File: config.mk
export PLATFORM = sky130hd
export DESIGN_NAME = mac18x18_core
export DESIGN_NICKNAME = d
export VERILOG_FILES = /design/src/rtl/mac18_pkg.sv /design/src/rtl/mac_pipe_reg.sv /design/src/rtl/mac18x18_core.sv
export SDC_FILE = /design/constraint.sdc
export NUM_CORES = 1
export LEC_CHECK = 0
export ABC_AREA = 1
export BUFFER_PORTS_ARGS = -buffer_cell sky130_fd_sc_hd__buf_2
export CORE_AREA = 2 2 221 223
export DETAILED_ROUTE_END_ITERATION = 10
export DIE_AREA = 0 0 223 225
export SLEW_MARGIN = 10
export SYNTH_ARGS = -nofsm -noshare
export SYNTH_HDL_FRONTEND = slang
export SYNTH_SLANG_ARGS = --single-unit
export TNS_END_PERCENT = 100
File: constraint.sdc
create_clock -name clk -period 14.2 [get_ports clk]
set_input_delay 2.84 -clock clk [delete_from_list [all_inputs] [get_ports clk]]
set_output_delay 2.84 -clock clk [all_outputs]
set_load 0.03 [all_outputs]
File: src/rtl/mac18_pkg.sv
// Shared constants for the 18x18 multiply-add slice.
//   P_WIDTH_*     : supported result widths (RTAX, G4, PolarFire families)
//   SHIFT_AMT     : cascade/addend arithmetic shift distance
//   AB_WIDTH      : multiplicand width
//   PROD_WIDTH    : full signed product width
package mac18_pkg;

    localparam int P_WIDTH_RTAX = 41;
    localparam int P_WIDTH_G4   = 44;
    localparam int P_WIDTH_PF   = 48;

    localparam int SHIFT_AMT    = 17;
    localparam int AB_WIDTH     = 18;
    localparam int PROD_WIDTH   = 2 * AB_WIDTH;

    function automatic bit pwidth_legal(int w);
        return (w == P_WIDTH_RTAX) || (w == P_WIDTH_G4) || (w == P_WIDTH_PF);
    endfunction

endpackage

File: src/rtl/mac_pipe_reg.sv
// Optional pipeline register used for the A, B and P stages of the slice.
//   clk    : rising-edge clock
//   nGrst  : asynchronous active-low clear
//   rstn   : synchronous active-low clear, overrides en
//   en     : load enable
//   d / q  : data in / out; with BYPASS = 1 q follows d and all controls are ignored
module mac_pipe_reg #(
    parameter int W      = 18,
    parameter bit BYPASS = 1'b0
) (
    input  logic         clk,
    input  logic         nGrst,
    input  logic         rstn,
    input  logic         en,
    input  logic [W-1:0] d,
    output logic [W-1:0] q
);

    logic [W-1:0] r_d;
    logic [W-1:0] r_q;

    always_comb begin
        r_d = r_q;
        if (!rstn) begin
            r_d = '0;
        end else if (en) begin
            r_d = d;
        end
    end

    always_ff @(posedge clk or negedge nGrst) begin
        if (!nGrst) begin
            r_q <= '0;
        end else begin
            r_q <= r_d;
        end
    end

    assign q = BYPASS ? d : r_q;

endmodule

File: src/rtl/mac18x18_core.sv
// Generic model of a hard 18x18 signed multiply-add DSP slice:
//   p = addend +/- a_q * b_q, with optional A, B and P register stages.
//   clk, nGrst, rstn   : clock, async active-low clear, sync active-low clear
//   en_a, en_b, en_p   : stage load enables
//   a, b               : signed 18-bit multiplicands
//   cin, cdin          : signed local / cascade addends
//   cdsel, shftsel, sub: addend select, addend >>> 17, subtract product
//   p, cdout, ovfl     : result, cascade copy of result, signed overflow flag
module mac18x18_core
    import mac18_pkg::*;
#(
    parameter int P_WIDTH      = 44,
    parameter bit BYPASS_REG_A = 1'b0,
    parameter bit BYPASS_REG_B = 1'b0,
    parameter bit BYPASS_REG_P = 1'b0
) (
    input  logic                      clk,
    input  logic                      nGrst,
    input  logic                      rstn,
    input  logic                      en_a,
    input  logic                      en_b,
    input  logic                      en_p,
    input  logic signed [17:0]        a,
    input  logic signed [17:0]        b,
    input  logic signed [P_WIDTH-1:0] cin,
    input  logic signed [P_WIDTH-1:0] cdin,
    input  logic                      cdsel,
    input  logic                      shftsel,
    input  logic                      sub,
    output logic        [P_WIDTH-1:0] p,
    output logic        [P_WIDTH-1:0] cdout,
    output logic                      ovfl
);

    if (!pwidth_legal(P_WIDTH)) begin : g_bad_pwidth
        $error("mac18x18_core: P_WIDTH must be 41, 44 or 48");
    end

    logic signed [AB_WIDTH-1:0]   a_q;
    logic signed [AB_WIDTH-1:0]   b_q;
    logic signed [PROD_WIDTH-1:0] prod;
    logic signed [P_WIDTH-1:0]    add0;
    logic signed [P_WIDTH-1:0]    add_sh;
    // One guard bit above P_WIDTH: the true sum always fits, so overflow is
    // simply the guard bit disagreeing with the result sign bit.
    logic signed [P_WIDTH:0]      add_x;
    logic signed [P_WIDTH:0]      prod_x;
    logic signed [P_WIDTH:0]      sum_x;
    logic                         ovfl_d;
    logic        [P_WIDTH:0]      p_stage_d;
    logic        [P_WIDTH:0]      p_stage_q;

    mac_pipe_reg #(.W(AB_WIDTH), .BYPASS(BYPASS_REG_A)) u_reg_a (
        .clk(clk), .nGrst(nGrst), .rstn(rstn), .en(en_a), .d(a), .q(a_q)
    );

    mac_pipe_reg #(.W(AB_WIDTH), .BYPASS(BYPASS_REG_B)) u_reg_b (
        .clk(clk), .nGrst(nGrst), .rstn(rstn), .en(en_b), .d(b), .q(b_q)
    );

    always_comb begin
        prod      = a_q * b_q;
        add0      = cdsel ? cdin : cin;
        add_sh    = shftsel ? (add0 >>> SHIFT_AMT) : add0;
        add_x     = {add_sh[P_WIDTH-1], add_sh};
        prod_x    = {{(P_WIDTH + 1 - PROD_WIDTH){prod[PROD_WIDTH-1]}}, prod};
        sum_x     = sub ? (add_x - prod_x) : (add_x + prod_x);
        ovfl_d    = sum_x[P_WIDTH] ^ sum_x[P_WIDTH-1];
        p_stage_d = {ovfl_d, sum_x[P_WIDTH-1:0]};
    end

    // P stage carries the overflow flag alongside the result.
    mac_pipe_reg #(.W(P_WIDTH + 1), .BYPASS(BYPASS_REG_P)) u_reg_p (
        .clk(clk), .nGrst(nGrst), .rstn(rstn), .en(en_p),
        .d(p_stage_d), .q(p_stage_q)
    );

    assign p     = p_stage_q[P_WIDTH-1:0];
    assign cdout = p_stage_q[P_WIDTH-1:0];
    assign ovfl  = p_stage_q[P_WIDTH];

endmodule

; Word-level counts from Yosys, hierarchy flattened
; Index checks and enable logic that the tools add are counted.
[word_totals]
regBits = 81
input_bits = 133
elab_cells = 19
[op_classes]
n_addsub = 2
mul = 1
eq_ne = 3
mux = 9
bitwise = 1
[op_table]
columns = operator, n
row1 = 45-bit two-way mux, 3
row2 = 18-bit two-way mux, 4
row3 = 44-bit by 36-bit adder with 45-bit output, 1
row4 = 44-bit by 36-bit subtractor with 45-bit output, 1
row5 = 44-bit two-way mux, 1
row6 = 43-bit two-way mux, 1
row7 = 18-bit by 18-bit multiplier with 36-bit output, 1
row8 = 2-bit by 1-bit != test with 1-bit output (second input constant), 3
row9 = 1-bit XOR, 1

; Longest topological paths before layout
; Gate-level depths: netlist of the first run.
[logic_depth]
word_depth = 7
depth_mapped = 53
ltp_nobuf = 51

; Hierarchy
; From an unflattened synthesis of the first run, not the netlist that was laid out.
[hier_totals]
hier_cells = 3146
hier_area_um2 = 22290.1
[modules_own_cells]
columns = mod, n_inst, cells_per_inst, area_each_um2, seq_area_each_um2
row1 = mac18x18_core, 1, 2786, 18586.6, 0.0
row2 = mac_pipe_reg (u_reg_p), 1, 200, 2024.4, 1126.1
row3 = mac_pipe_reg (u_reg_a ...), 2, 80, 839.6, 450.4

; Least setup slack after synthesis of the first run
; Ideal clock, no wire load.
[synth_path]
path_type = reg-to-reg
from = register u_reg_b.r_q[4] (netlist: u_reg_b.q[4])
to = register u_reg_p.r_q[44] (netlist: u_reg_p.q[44])
arrival_time_ns = 7.906
required_time_ns = 14.135
setup_slack_ns = 6.229
stages_incl_launch_ff = 45
path_buffers = 2
period_less_slack_ns = 7.971
path_cell_list = dfrtp_1 clkbuf_1 buf_1 nand2_1 fa_1 inv_1 fa_1 fa_1 fa_1 fa_1 inv_1 fa_1 inv_1 ha_1 nand2_1 nor2_1 nand2_1 nor2_1 [9 not listed] nand2_1 nand2_1 nand2_1 nand2_1 ha_1 nand2_1 nor2_1 inv_1 nor4_1 nand3_1 nand3_1 xor2_1 nand2_1 nand2_1 inv_1 nand3_1 nand3_1 nand2_1
[synth_between]
elab_chain_len = 6
[synth_rtl]
columns = item, line_no
row1 = "start, declared", mac_pipe_reg.sv:20  ; logic [W-1:0] r_q;
row2 = "start signal, assigned", mac_pipe_reg.sv:35  ; r_q <= r_d;
row3 = 18-bit by 18-bit multiplier with 36-bit output *, mac18x18_core.sv:62  ; prod = a_q * b_q;
row4 = 44-bit by 36-bit adder with 45-bit output / 44-bit by 36-bit subtractor with 45-bit output (equally long branches), mac18x18_core.sv:67  ; sum_x = sub ? (add_x - prod_x) : (add_x + prod_x);
row5 = 45-bit two-way mux *, mac18x18_core.sv:67
row6 = 1-bit XOR *, mac18x18_core.sv:68  ; ovfl_d = sum_x[P_WIDTH] ^ sum_x[P_WIDTH-1];
row7 = 45-bit two-way mux *, mac_pipe_reg.sv:26  ; end else if (en) begin
row8 = 45-bit two-way mux *, mac_pipe_reg.sv:24  ; if (!rstn) begin
row9 = "end signal, assigned", mac_pipe_reg.sv:35
row10 = "end, declared", mac_pipe_reg.sv:20
; Every way passes the cells marked *; elsewhere a longest branch is shown, timed or not. The select of a mux whose other input is x is not followed.
; A chain may end at the register's enable or synchronous reset.

; Worst setup path in the final report of the first run
[layout_path]
from = register u_reg_b.r_q[3] (netlist: u_reg_b.q[3])
to = register u_reg_p.r_q[38] (netlist: u_reg_p.q[38])
[layout_between]
elab_chain_len = 5
[layout_rtl]
columns = item, line_no
row1 = 18-bit by 18-bit multiplier with 36-bit output *, mac18x18_core.sv:62
row2 = 44-bit by 36-bit adder with 45-bit output / 44-bit by 36-bit subtractor with 45-bit output (equally long branches), mac18x18_core.sv:67
row3 = 45-bit two-way mux *, mac18x18_core.sv:67
row4 = 45-bit two-way mux *, mac_pipe_reg.sv:26
row5 = 45-bit two-way mux *, mac_pipe_reg.sv:24
; Marks and branches as above.

==> impl_metrics.ini, run 1 <==
[global_route]
grt_max_degree = 62
grt_pass1_vias = 20166
track_usage = 0.290
antenna_found_initial = 3
grt.overflow.total = 0
grt_pass1_wl_um = 111000

[floorplan]
ios = 222
design.core.area_mm2 = 0.0475
std_cell_rows = 80
initial_utilization = 0.456
fp.dieW_um = 223
design.die.area_mm2 = 0.0502
die_h_um = 225

[logic_synthesis]
syn_area_per_cell_um2 = 6.99
synth_most_common_cell = nand2_1
netlist_instances = 3099
ys.flop_type = dfrtp_1
async_reset_ff_frac = 1.00
synth_nets = 3700
synth_area_leaders = fa_1 30%, nand2_1 15%, inv_1 14%, dfrtp_1 9.4%, ha_1 8.0%
ys_seq_elements = 81
synth_area_leader_cell = fa_1
synth_top_area_frac = 0.305
synth_area_mm2 = 0.0217
synth.distinct_cells = 48
netlist_top_cells_count = 849 x nand2_1, 790 x inv_1, 330 x fa_1
synth_edf_count = 0
ys_seq_area_frac = 0.0935
synth_warnings = 0

[sta]
hold_viol_final = 0
max_freq_mhz = 97.2
worst_slack_ns = 3.91
grt_setup_unrepaired = false
setup_viol = 0
fin_skew_ns = 0.0128
tightest_slew_ns = 1.05
post-route-min-period_ns = 10.29
post-route-period-util = 0.725
relSlewSlack = 0.297
slew_viol_final = 0
final.setup.tns_ns = 0

[clock_network]
cts_resized = 0
clockBufferDepth = 2
htreeDepth = 3
cts_tree = yes
clockRootBuffer = clkbuf_16
clk_pin_slew_worst_paths_ns = 0.07
cts_post_setup_buffers_inserted = 0
cts_made_buffers = 9
cts.sinks = 81
hold_buffers = 0
insertion_delay_ns = 0.40

[layout]
fin_cells = 3808
multi_input_area_mm2 = 0.0159
fin_area_mm2 = 0.0232
seqCellArea_mm2 = 0.00203
area_growth_pct = 7.17
layout.nets = 3787
drive_above_1_share = 0.0971
n_fill_cell = 4857

[route]
wl_um = 69700
final_antenna_net_count = 0
wire_per_inst_um = 18.3
route.detailed.drc = 0
via_count = 19478
drt_iter0_markers = 1556
drt-vias-per-instance = 5.12
dr.pass1.iters = 6

[power]
p_per_area_mw_per_mm2 = 131
irDropWorstVdd_mv = 0.0720
finalPower_uw = 3050
leakagePower_uw = 0.0139

[flow_run]
cap_viol_max_count = 0

[worst_setup_path]
worstPathRequired_ns = 14.45
path_max_fanout = 19
cp_slowest_stage_delay_ns = 0.95
start_kind = register
worstSetupPathType = register to register
crit_arrival_ns = 10.54
crit_path_top_delay_cell = dfrtp_1
end_kind = register
crit_path_frequent_cell = nand2_1

[placed_design]
post_dp_cell_area_mm2 = 0.0229
gp_congestion = 0.982
place_ws_ns = 4.09
placedCellCount = 3790
portBuffers = 221
place_hpwl_um = 59900

[hold_path]
hp-class = register to register

[run_status]
status = finished clean
-- cell usage in the layout, fill, tap and decap left out, drive strengths merged --
| cell type | netlist | layout |
|---|---|---|
| a22o | 1 | 1 |
| o21bai | 15 | 15 |
| clkinvlp | 0 | 1 |
| o21a | 2 | 2 |
| a31o | 1 | 1 |
| nor3 | 20 | 20 |
| mux2i | 17 | 17 |
| nand3 | 113 | 113 |
| nand4 | 21 | 21 |
| o211ai | 1 | 1 |
| ha | 138 | 138 |
| a21oi | 99 | 99 |
| nor4 | 6 | 6 |
| bufinv | 0 | 3 |
| nand3b | 6 | 6 |
| nor2 | 155 | 155 |
| xnor2 | 26 | 26 |
| a211oi | 1 | 1 |
| o31ai | 2 | 2 |
| a21o | 11 | 11 |
| dfrtp | 81 | 81 |
| or2 | 6 | 6 |
| a31oi | 16 | 16 |
| clkinv | 3 | 4 |
| diode | 0 | 2 |
| o2111ai | 2 | 2 |
| a22oi | 15 | 15 |
| inv | 794 | 795 |
| a32o | 4 | 4 |
| xor2 | 52 | 52 |
| o21ai | 139 | 139 |
| buf | 62 | 230 |
| a21boi | 1 | 1 |
| clkbuf | 92 | 10 |
| nand2 | 867 | 867 |
| fa | 330 | 330 |
-- stage by stage --
stage               utilization  hold slack [ns]
finish                    0.488            0.483
global route              0.488            0.524
CTS                       0.488            0.479
detailed placement        0.481            0.461
global placement          0.481            0.478
floorplan                     -            0.653
-- cell families after synthesis --
logic type | Yosys count | synth area share
compound gates | 310 | 0.0806
xor+xnor | 78 | 0.0355
fa+ha+maj | 468 | 0.385
buf+inv | 951 | 0.173
flops | 81 | 0.0935
mux | 17 | 0.00785
simple gates | 1194 | 0.225
-- worst max-delay path: cells and delay by family (launching register included) --
| kind | cells | cell delay [ns] |
|---|---|---|
| adder cells (fa/ha/maj) | 8 | 4.27 |
| AND/OR/NAND/NOR | 14 | 2.50 |
| AO/OA/AOI/OAI | 6 | 1.19 |
| flip-flops | 1 | 0.95 |
| XOR/XNOR | 2 | 0.70 |
| buffers and inverters | 5 | 0.50 |
-- final cells by class --
cell class / instances / share of cell area
Timing Repair Buffer: 230 / 0.0506
Antenna cell: 2 / 0.000216
Clock inverter: 6 / 0.00496
Inverter: 797 / 0.129
Sequential cell: 81 / 0.0873
Clock buffer: 10 / 0.00986
Tap cell: 615 / 0.0331
Multi-Input combinational cell: 2067 / 0.685
-- routing by layer --
metal	share of wire	global-route usage	up-vias
met3	0.077	0.0639	88
met1	0.45	0.399	9438
met2	0.44	0.458	656
met4	0.027	0.0885	0
met5	0	0	-
li1	-	-	9296
-- path summary, 6_finish.rpt --
| check | to | slack [ns] | from | depth (start not counted) |
|---|---|---|---|---|
| setup / recovery | u_reg_p.q[38] | 3.91 | u_reg_b.q[3] | 35 |
| hold / removal | u_reg_p.q[44] | 0.48 | u_reg_p.q[44] | 2 |
| setup reg to reg | u_reg_p.q[38] | 3.91 | u_reg_b.q[3] | 35 |
| hold reg to reg | u_reg_p.q[44] | 0.48 | u_reg_p.q[44] | 2 |
| max in group asynchronous | u_reg_b.q[0] | 10.69 | nGrst | 2 |
| min in group asynchronous | u_reg_p.q[25] | 2.36 | nGrst | 1 |
-- registers in the layout (all words and copies together), names as in the netlist --
signal	flops
u_reg_a.q	18
u_reg_b.q	18
u_reg_p.q	45
-- power by group --
part | total (µW) | internal, µW | switching [µW] | leakage [µW]
combinational | 2400 | 746 | 1650 | 0.0127
clock | 294 | 173 | 121 | 0.000163
sequential | 356 | 279 | 76.3 | 0.00108
total | 3050 | 1200 | 1850 | 0.0139
(Power assumes the default switching activity.)
==> run 2: changes to the inputs <==
Settings changed: PLACE_DENSITY set to 0.67.
Clock period 14.2 ns to 8.46 ns, I/O delays scaled along.
==> impl_metrics.ini, run 2 (synthesis results as in run 1) <==
[route]
drt-vias-per-instance = 4.93
drt_iter0_markers = 1470
wl_um = 67400
wire_per_inst_um = 16.1
dr.pass1.iters = 6
via_count = 20604
route.detailed.drc = 0
final_antenna_net_count = 0

[global_route]
grt.overflow.total = 0
grt_pass1_vias = 20770
grt_pass1_wl_um = 107000
grt_max_degree = 62
track_usage = 0.274
antenna_found_initial = 0

[clock_network]
htreeDepth = 3
cts_tree = yes
clockBufferDepth = 2
clk_pin_slew_worst_paths_ns = 0.07
hold_buffers = 0
cts.sinks = 81
cts_made_buffers = 9
clockRootBuffer = clkbuf_16
insertion_delay_ns = 0.39

[sta]
grt_setup_unrepaired = true
max_freq_mhz = 121
setup_viol = 0
post-route-min-period_ns = 8.27
tightest_slew_ns = 1.08
relSlewSlack = 0.281
post-route-period-util = 0.977
slew_viol_final = 0
worst_slack_ns = 0.194
fin_skew_ns = 0.0141
final.setup.tns_ns = 0
hold_viol_final = 0
whs_ns = 0.495

[run_status]
status = finished clean

[floorplan]
std_cell_rows = 80
fp.dieW_um = 223
die_h_um = 225
design.core.area_mm2 = 0.0475
ios = 222
design.die.area_mm2 = 0.0502
initial_utilization = 0.456

[layout]
final_common_cell = nand2_1
antenna_cells = 0
layout.nets = 4159
n_fill_cell = 4441
multi_input_area_mm2 = 0.0170
final_cell_mix = 801 x nand2_1, 773 x inv_1, 348 x buf_4, 324 x fa_1, 220 x buf_2
drive_above_1_share = 0.253
seqCellArea_mm2 = 0.00205
area_growth_pct = 26.7
largest_register_ffs = 45
fin_cells = 4178

[power]
leakagePower_uw = 0.0159
irDropWorstVdd_mv = 0.155
p_per_area_mw_per_mm2 = 243

[worst_setup_path]
crit_path_start = u_reg_b.q[14]
path_max_fanout = 8
crit_path_top_delay_cell = fa_1
crit_path_frequent_cell = inv_1
crit_arrival_ns = 8.55
end_kind = register
r2r-start = u_reg_b.q[14]
start_kind = register
cp_slowest_stage_delay_ns = 0.55
worstPathRequired_ns = 8.74
worstSetupPathType = register to register

[placed_design]
portBuffers = 221
place_hpwl_um = 56700
placedCellCount = 4125
place_ws_ns = -0.227
gp_congestion = 0.969

[hold_path]
holdCritStartpoint = u_reg_p.q[13]
hp-class = register to register

[flow_run]
cap_viol_max_count = 0
==> run 2: changes by cell type in the layout (fill, tap and decap cells not counted), sizes merged <==
cell,change
bufinv,-2
diode,-2
clkbuf,+1
inv,+1
buf,+372
==> run 2: area by class of cell <==
cell class,count,area share
repair buffers,602,0.157
clock inverters,5,0.00219
clock buffers,11,0.00921
flip-flops and latches,81,0.0747
multi-input cells,2067,0.620
well taps,615,0.0280
inverters,797,0.109
==> run 2: what timing repair did <==
item | 4_1_cts | 5_1_grt
endpoints found under the setup margin | 7 | 22
setup buffers | 4 | 33
resized for setup | 26 | 267
pin swaps | 8 | 85
==> run 2: worst paths after layout <==
kind	to	slack [ns]	cells past startpoint
min	u_reg_p.q[13]	0.49	2
max reg2reg	u_reg_p.q[34]	0.19	41
min reg2reg	u_reg_p.q[13]	0.49	2
max	u_reg_p.q[34]	0.19	41
min in group asynchronous	u_reg_p.q[16]	1.26	1
max in group asynchronous	u_reg_b.q[5]	6.07	2
==> run 2: metrics by stage <==
stage	util	cell area, µm²	total power [µW]
after floorplan	-	21700	3400
after global placement	0.539	25600	5440
after detailed placement	0.539	25600	5450
after CTS	0.548	26100	5970
after global routing	0.577	27500	7230
final	0.577	27500	6680
==> run 2: layer usage <==
metal / GRT usage / share of wire / routed length (µm)
met1: 0.370 / 0.43 / 29300
met2: 0.453 / 0.47 / 32000
met3: 0.0497 / 0.071 / 4750
met4: 0.0732 / 0.020 / 1380
met5: 0 / 0 / 0
==> run 2: report_power, final <==
part / switching (µW) / internal, µW
Sequential: 70.9 / 471
Clock: 199 / 246
Combinational: 3210 / 2480
==> run 2: critical path: cells and delay by family (launching register included) <==
| family | cells | cell delay, ns |
|---|---|---|
| AOI/OAI and AO/OA | 6 | 1.08 |
| and+or+nand+nor | 15 | 1.82 |
| buffers and inverters | 11 | 1.02 |
| DFF | 1 | 0.48 |
| xor gates and xnor gates | 1 | 0.15 |
| adders and majority gates | 8 | 3.61 |
